## src/rtl/register16.sv

```systemverilog
// 16-bit datapath storage register: synchronous active-low reset, write enable,
// output driven straight from the flop with no combinational path from in to out.
module register16 #(
  parameter int unsigned          WIDTH       = 16,
  parameter logic [WIDTH-1:0]     RESET_VALUE = '0
) (
  input  logic             CLK,
  input  logic             RST_n,
  input  logic             RegWrite,
  input  logic [WIDTH-1:0] in,
  output logic [WIDTH-1:0] out
);

  logic [WIDTH-1:0] data_d;
  logic [WIDTH-1:0] data_q;

  // Reset takes priority over a write on the same edge.
  always_comb begin
    data_d = data_q;
    if (!RST_n) begin
      data_d = RESET_VALUE;
    end else if (RegWrite) begin
      data_d = in;
    end
  end

  always_ff @(posedge CLK) begin
    data_q <= data_d;
  end

  assign out = data_q;

endmodule

```

## config.mk

```make
export PLATFORM = sky130hd
export DESIGN_NAME = register16
export DESIGN_NICKNAME = d
export VERILOG_FILES = /design/src/rtl/register16.sv
export SDC_FILE = /design/constraint.sdc
export NUM_CORES = 1
export LEC_CHECK = 0
export CAP_MARGIN = 40
export CORE_MARGIN = 2
export CORE_UTILIZATION = 25
export DETAILED_ROUTE_END_ITERATION = 8
export PLACE_DENSITY = 0.61
export SKIP_LAST_GASP = 1
export SYNTH_ARGS = -nofsm -noshare
export SYNTH_HDL_FRONTEND = slang
export SYNTH_SLANG_ARGS = --single-unit
```

## constraint.sdc

```tcl
create_clock -name CLK -period 1.2 [get_ports CLK]
set_clock_uncertainty 0.15 [all_clocks]
set_input_delay 0.24 -clock CLK [delete_from_list [all_inputs] [get_ports CLK]]
set_output_delay 0.24 -clock CLK [all_outputs]
set_load 0.005 [all_outputs]
```

Word-level counts from Yosys, hierarchy flattened
Cells that the tools add are included.

word-level totals
  word-level logic and storage cells = 1
  bits in writable memories = 0
  register bits = 16
  bits in latches = 0
  output and inout bits = 16
  memories kept = 0
  ROM bits = 0
  input port bits = 19

operators by class
  reductions and logical operators = 0
  order comparisons = 0
  bitwise logic cells = 0
  equality and inequality tests = 0
  shift operators = 0
  add/sub/neg operators = 0
  multiply operators = 0
  divide/modulo/power cells = 0
  multiplexer cells = 0

Longest topological paths before layout
Gate-level depths: netlist (run 1).

  depth after elaboration = 0
  mapped depth = 4
  mapped depth without buffers = 2

Worst setup path after synthesis (run 1)
No wires, ideal clock.

  path type = input to register
  from = in RegWrite
  to = reg data_q[10] (netlist: out[10])
  buffers on the path = 2
  arrival time = 712 ps
  path slack = 222 ps
  cell stages on the path = 4
  data required time = 934 ps
  library setup time = 116 ps
  cell sequence = buf_6 -> buf_12 -> mux2i_1 -> nor2b_1

RTL lines
  element                 RTL line  source
  start: declaration      9         input logic RegWrite,
  end signal: assignment  28        data_q <= data_d;
  end: declaration        15        logic [WIDTH-1:0] data_q;

Final worst setup path (run 1)
  from = reg data_q[7] (netlist: out[7])
  to = out out[7]

RTL lines
  element           RTL line  source
  end: declaration  11        output logic [WIDTH-1:0] out

No word-level cell between the ends.

==> summary.md, run 1 <==
| Metric | Value |
|---|---|
| Worst slew margin relative to its limit | 0.849 |
| Worst Path Max Fanout | 2 |
| Placed Cells | around 110 |
| P per Cell Area | 1110 nW/um^2 |
| Routability Congestion | 0.544 |
| Final Max Slew Viols | 0 |
| Ant diodes | 0 |
| Tmin final | approximately 1100 ps |
| Register area | between 300 and 400 sq um |
| Largest family of logic cells by synthesized area | multiplexers |
| Crit-path slowest cell | dfxtp_2 |
| DRT antenna net count | 0 |
| Compound-Gate Fraction of Synth Area | 0 |
| Crit Path Class | reg -> out |
| Multiplexer share of the synthesized area | 0.260 |
| Rows | 17 |
| Clock root buffer | clkbuf_4 |
| Clock Latency Late Sink | 270 ps |
| Syn. warnings | 0 |
| Hold depth | 2 |
| WP buf/inv | 1 |
| Worst-Margin Slew | 226 ps |
| Crit-path leading delay family | flip-flops |
| Fmax | 901 MHz |
| Worst Hold Class | reg -> reg |
| Multi-input gate area | ~260 sq um |
| Mapped Nets | 70 |
| Routed len/inst | between 10 and 15 um |
| WP depth | 1 |
| Adder-cell share of the synthesized area | 0 |
| Post-Synthesis Cells | 51 |
| Max reg flops | 16 |
| Synthesized area | 616 sq um |
| Worst Path Required | 810 ps |
| CTS buffer count | 3 |
| Max_cap viols | 0 |
| Synth Register Bits | 16 |
| # fillers | 228 |
| Synth unique cells | 6 |
| Static leakage | 0.472 nW |
| Status | complete, no violations |
| Mean post-synth cell area | about 12 sq um |
| Peak VDD IR | just over 0.0007 V |
| Htree depth | 1 |
| Xor-xnor portion of the synthesized cell area | 0 |
| Arr. time, crit path | 720 ps |
| Vias in the first global route | 470 |
| Post-synthesis sequential area ratio | 0.520 |
| Fraction of the cycle the final worst path needs | 0.925 |
| Clk buf depth | 2 |
| Total global routing overflow | 0 |
| Via density | about 4 |
| DRC viols | 0 |
| Critical-path cell list | buf_2 |
| Detailed placement HPWL | 895 um |
| Non-filler cells, final | about 120 |
| Core area | 2280 sq um |
| Final Setup Violations | 0 |
| Final WL | 1270 um |
| Power, Total | 1.11 mW |
| Critical Path Sink Type | output pin |
| Pre-CTS setup slack | -270 ps |
| Final hold vios | 0 |
| DR iter-0 viols | 1 |
| Reg clk slew, reported paths | ~90 ps |
| Starting Density | 0.270 |
| Die ar. | 2880 sq um |
| Setup ws final | 89.6 ps |
| Vias | roughly 470 |
| Initial antenna violation count | 0 |
| First-pass GRT wire length | 2080 um |
| Sink Count | 16 |
| I/O pin count | 35 |
| Die Width | 53.6 um |
| Layout cells sized above 1 | 0.438 |
| Simple-Gate Fraction of Synth Area | 0.163 |
| Peak per-stage delay on the critical path | 330 ps |
| Drt first pass iters | 2 |
| GRT Util Overall | 0.0991 |
| CP Launch Type | register |
| Area growth from synthesis to layout | 62.4% |
| Die H | ~54 um |
| R2R depth | 2 |
| Unrepaired setup endpoints after global routing | no |
| Maximum number of pins on one net before global-route repair | 17 |
| Port Buffer Count | 34 |
| CTS tree | done |
| Nets | 109 |
[cells by family (layout without fill, tap and decap cells)]
logic type             count (synthesis)  in the layout
buffers and inverters                  3             41
AND/OR/NAND/NOR                       16             16
multiplexers                          16             16
flip-flops                            16             16
[cell usage in the layout (no fill, tap or decap)]
cell type        netlist  routed
clkdlybuf4s50_1        0      17
mux2i_1               16      16
clkbuf_16              0       1
dfxtp_2                0      16
buf_12                 1       2
clkbuf_4               0       3
clkbuf_8               0       1
nor2b_1               16      16
dlymetal6s2s_1         0       1
buf_2                  0      16
[synth_stat cells]
library cell  number  share of area
dfxtp_1           16           0.52
buf_6              1          0.018
clkbuf_1           1         0.0061
nor2b_1           16           0.16
mux2i_1           16           0.26
buf_12             1          0.033
[worst register-to-register path, delay by kind of cell, from the launching register on]
family	cells	cell delay [ps]
DFF	1	330
muxes	1	130
and+or+nand+nor	1	60
[power breakdown]
part           leakage [nW]  switching [mW]  internal [mW]  total, mW
clock                0.0210           0.151          0.184      0.336
combinational         0.314          0.0617          0.130      0.191
sequential            0.138          0.0136          0.568      0.582
[cell type report]
class | instances | area share
clock buffer | 4 | 0.0363
multi-input combinational | 32 | 0.260
sequential | 16 | 0.340
tap | 28 | 0.0350
timing repair buffer | 37 | 0.328
[final timing paths]
kind                            endpoint  slack (ps)  startpoint
worst max-delay path              out[7]          90      out[7]
worst min-delay path              out[6]         360      out[6]
worst max register to register    out[7]         440      out[7]
worst min register to register    out[6]         360      out[6]
[stage by stage]
step	instance area, sq um	TNS (ps)	util	hold WS (ps)
finish	1000	0	0.439	356
global route	1000	0	0.439	377
CTS	972	0	0.427	363
detailed placement	996	-4060	0.438	355
global placement	996	-3950	0.438	346
floorplan	616	0	-	218
[per-layer routing]
metal  GRT usage  wire (um)  up-vias  part of all wire
li1            -          -      243                 -
met1       0.117        544      210              0.43
met2       0.163        604       19              0.48
met3      0.0361        101        2             0.080
met4      0.0385         18        0             0.014
met5           0          0        -                 0
[repair_timing]
item                                    in CTS  in global routing
endpoints found under the setup margin      16                  2
cloned                                       0                  1
buffers inserted                             0                  0
pin swaps                                    0                  0
hold buffers                                 0                  0
gates resized for setup                     80                  1
(Power assumes the default switching activity.)
==> inputs of run 2 (changes only) <==
--- a/config.mk
+++ b/config.mk
@@ -9,6 +9,7 @@
 export CORE_MARGIN = 2
 export CORE_UTILIZATION = 25
 export DETAILED_ROUTE_END_ITERATION = 8
+export GPL_ROUTABILITY_DRIVEN = 0
 export PLACE_DENSITY = 0.61
 export SKIP_LAST_GASP = 1
 export SYNTH_ARGS = -nofsm -noshare
==> results of run 2 <==
Final layout, timing and power as in run 1 (identical DEF).
==> inputs of run 3 (changes only) <==
--- a/config.mk
+++ b/config.mk
@@ -11,6 +11,7 @@
 export DETAILED_ROUTE_END_ITERATION = 8
 export GPL_ROUTABILITY_DRIVEN = 0
 export PLACE_DENSITY = 0.61
+export REMOVE_ABC_BUFFERS = 1
 export SKIP_LAST_GASP = 1
 export SYNTH_ARGS = -nofsm -noshare
 export SYNTH_HDL_FRONTEND = slang
==> run 3 against run 2 <==
Net effect: critical path depth is the same; count of clock-buffer cells in the layout unchanged; total power grew 2.0%; final cell count unchanged; worst hold slack improved by 3.4 ps; non-clock buffer count did not move; highest routed layer unchanged.
==> summary.md, run 3 (synthesis gave the netlist of run 1 again) <==
| Metric | Value |
|---|---|
| Status | complete, no violations |
| Setup Fix Bufs, Post-CTS | 0 |
| Max_cap viols | 0 |
| Arr. time, crit path | 730 ps |
| Vias in the first global route | 462 |
| GRT Util Overall | 0.104 |
| Drt first pass iters | 2 |
| Leading cell type in the layout, fill and taps excluded | clkdlybuf4s50_1 |
| Core area | between 2000 and 2500 sq um |
| Crit-path slowest cell | dfxtp_2 |
| DRC viols | 0 |
| Pre-CTS setup slack | -267 ps |
| Die H | 53.6 um |
| CTS tree | done |
| Critical Path Sink Type | output pin |
| Share of power burned in registers | 0.516 |
| Peak VDD IR | 0.000402 V |
| Net switching power | ~0.25 mW |
| TNS Setup | 0 ps |
| Clock root buffer | clkbuf_4 |
| Setup ws final | between 70 and 80 ps |
| Clock power frac | 0.312 |
| Die ar. | 2880 sq um |
| Worst Path Required | a little over 800 ps |
| Crit-path leading delay family | flip-flops |
| Rows | 17 |
| CP Launch Type | register |
| Ant diodes | 0 |
| Crit Path Class | reg -> out |
| Clock Latency Late Sink | 280 ps |
| Fraction of the cycle the final worst path needs | 0.936 |
| Final Setup Violations | 0 |
| HP Start | out[4] |
| Max reg flops | 16 |
| First-pass GRT wire length | 2110 um |
| Most frequent cells in the layout | clkdlybuf4s50_1, nor2b_1, dfxtp_2, buf_2, mux2i_1 |
| Sink Count | 16 |
| Flop-to-flop setup slack | roughly 420 ps |
| I/O pin count | 35 |
| Final Max Slew Viols | 0 |
| Hold Buf Count CTS | 0 |
| Tmin final | about 1100 ps |
| Static leakage | 0.470 nW |
| Unrepaired setup endpoints after global routing | no |
| Detailed placement HPWL | 965 um |
| Reg clk slew, reported paths | about 90 ps |
| # fillers | 228 |
| Worst slew margin relative to its limit | 0.851 |
| Fmax | 891 MHz |
| Power, Total | 1.13 mW |
| Via density | around 4.1 |
| Pint | 0.884 mW |
| Nets | approximately 110 |
| DR iter-0 viols | 1 |
| Worst-Margin Slew | 224 ps |
| Sw Ratio | 0.218 |
| Total global routing overflow | 0 |
| Area growth from synthesis to layout | 63.0% |
| Htree depth | 1 |
| DRT antenna net count | 0 |
| Logic pwr share | 0.172 |
| Layout cells sized above 1 | 0.449 |
| Routed len/inst | 12.1 um |
| Peak per-stage delay on the critical path | 330 ps |
| CTS buffer count | 3 |
| FF-to-FF Start | out[5] |
| Initial antenna violation count | 0 |
| Maximum number of pins on one net before global-route repair | 17 |
| Final Util | 0.441 |
| Worst Path Max Fanout | 2 |
| Clk buf depth | 2 |
| Die Width | 53.6 um |
| P per Cell Area | 1130 nW/um^2 |
| Vias | 474 |
| WP buf/inv | 1 |
| Final hold vios | 0 |
| CP startpoint | out[15] |
| WHS | 360 ps |
| Critical-path cell list | buf_2 |
| Port Buffer Count | 34 |
| Starting Density | 0.270 |
| Final WL | 1420 um |
| Worst Hold Class | reg -> reg |
run 3: cell count changes in the layout (fill, tap and decap cells not counted):
cell / previous run / this run
mux2i_2: 0 / 1
mux2i_1: 16 / 15
run 3: power by group through the flow:
stage / combinational [mW] / sequential, mW / clock [mW]
2_1_floorplan: 0.0530 / 0.593 / 0
4_1_cts: 0.188 / 0.584 / 0.367
6_report: 0.194 / 0.583 / 0.353
3_3_place_gp: 0.213 / 0.590 / 0
5_1_grt: 0.213 / 0.587 / 0.396
3_5_place_dp: 0.215 / 0.590 / 0
run 3: repair_timing:
item,CTS,global route
resized for setup,79,3
setup endpoints to repair,16,3
cloned,0,1
endpoints found under the hold margin,0,0
run 3: final cells by class:
cell class,count,area (sq um),share of cell area
flip-flops and latches,16,340,0.339
repair buffers,37,328,0.327
multi-input cells,32,264,0.263
well taps,28,35.0,0.0349
clock buffers,4,36.3,0.0362
run 3: worst min-delay path, delay by kind of cell, from the launching register on:
| family | cells | cell delay (ps) |
|---|---|---|
| flops | 1 | 330 |
| mux | 1 | 60 |
| simple gates | 1 | 90 |
run 3: path summary, 6_finish.rpt:
| check | to | depth (start not counted) |
|---|---|---|
| hold / removal | out[4] | 2 |
| setup / recovery | out[15] | 1 |
| hold reg to reg | out[4] | 2 |
| setup reg to reg | out[5] | 2 |
run 3: per-layer routing:
layer / vias to the layer above / part of all wire / GRT usage
met5: - / 0 / 0
met4: 0 / 0.0042 / 0.0513
met2: 23 / 0.40 / 0.146
li1: 246 / - / -
met3: 2 / 0.094 / 0.0389
met1: 203 / 0.50 / 0.137
run 3: through the flow:
step	area, sq um	std cells
2_1_floorplan	581	48
3_3_place_gp	996	112
3_5_place_dp	996	112
4_1_cts	978	116
5_1_grt	1000	117
6_report	1000	117
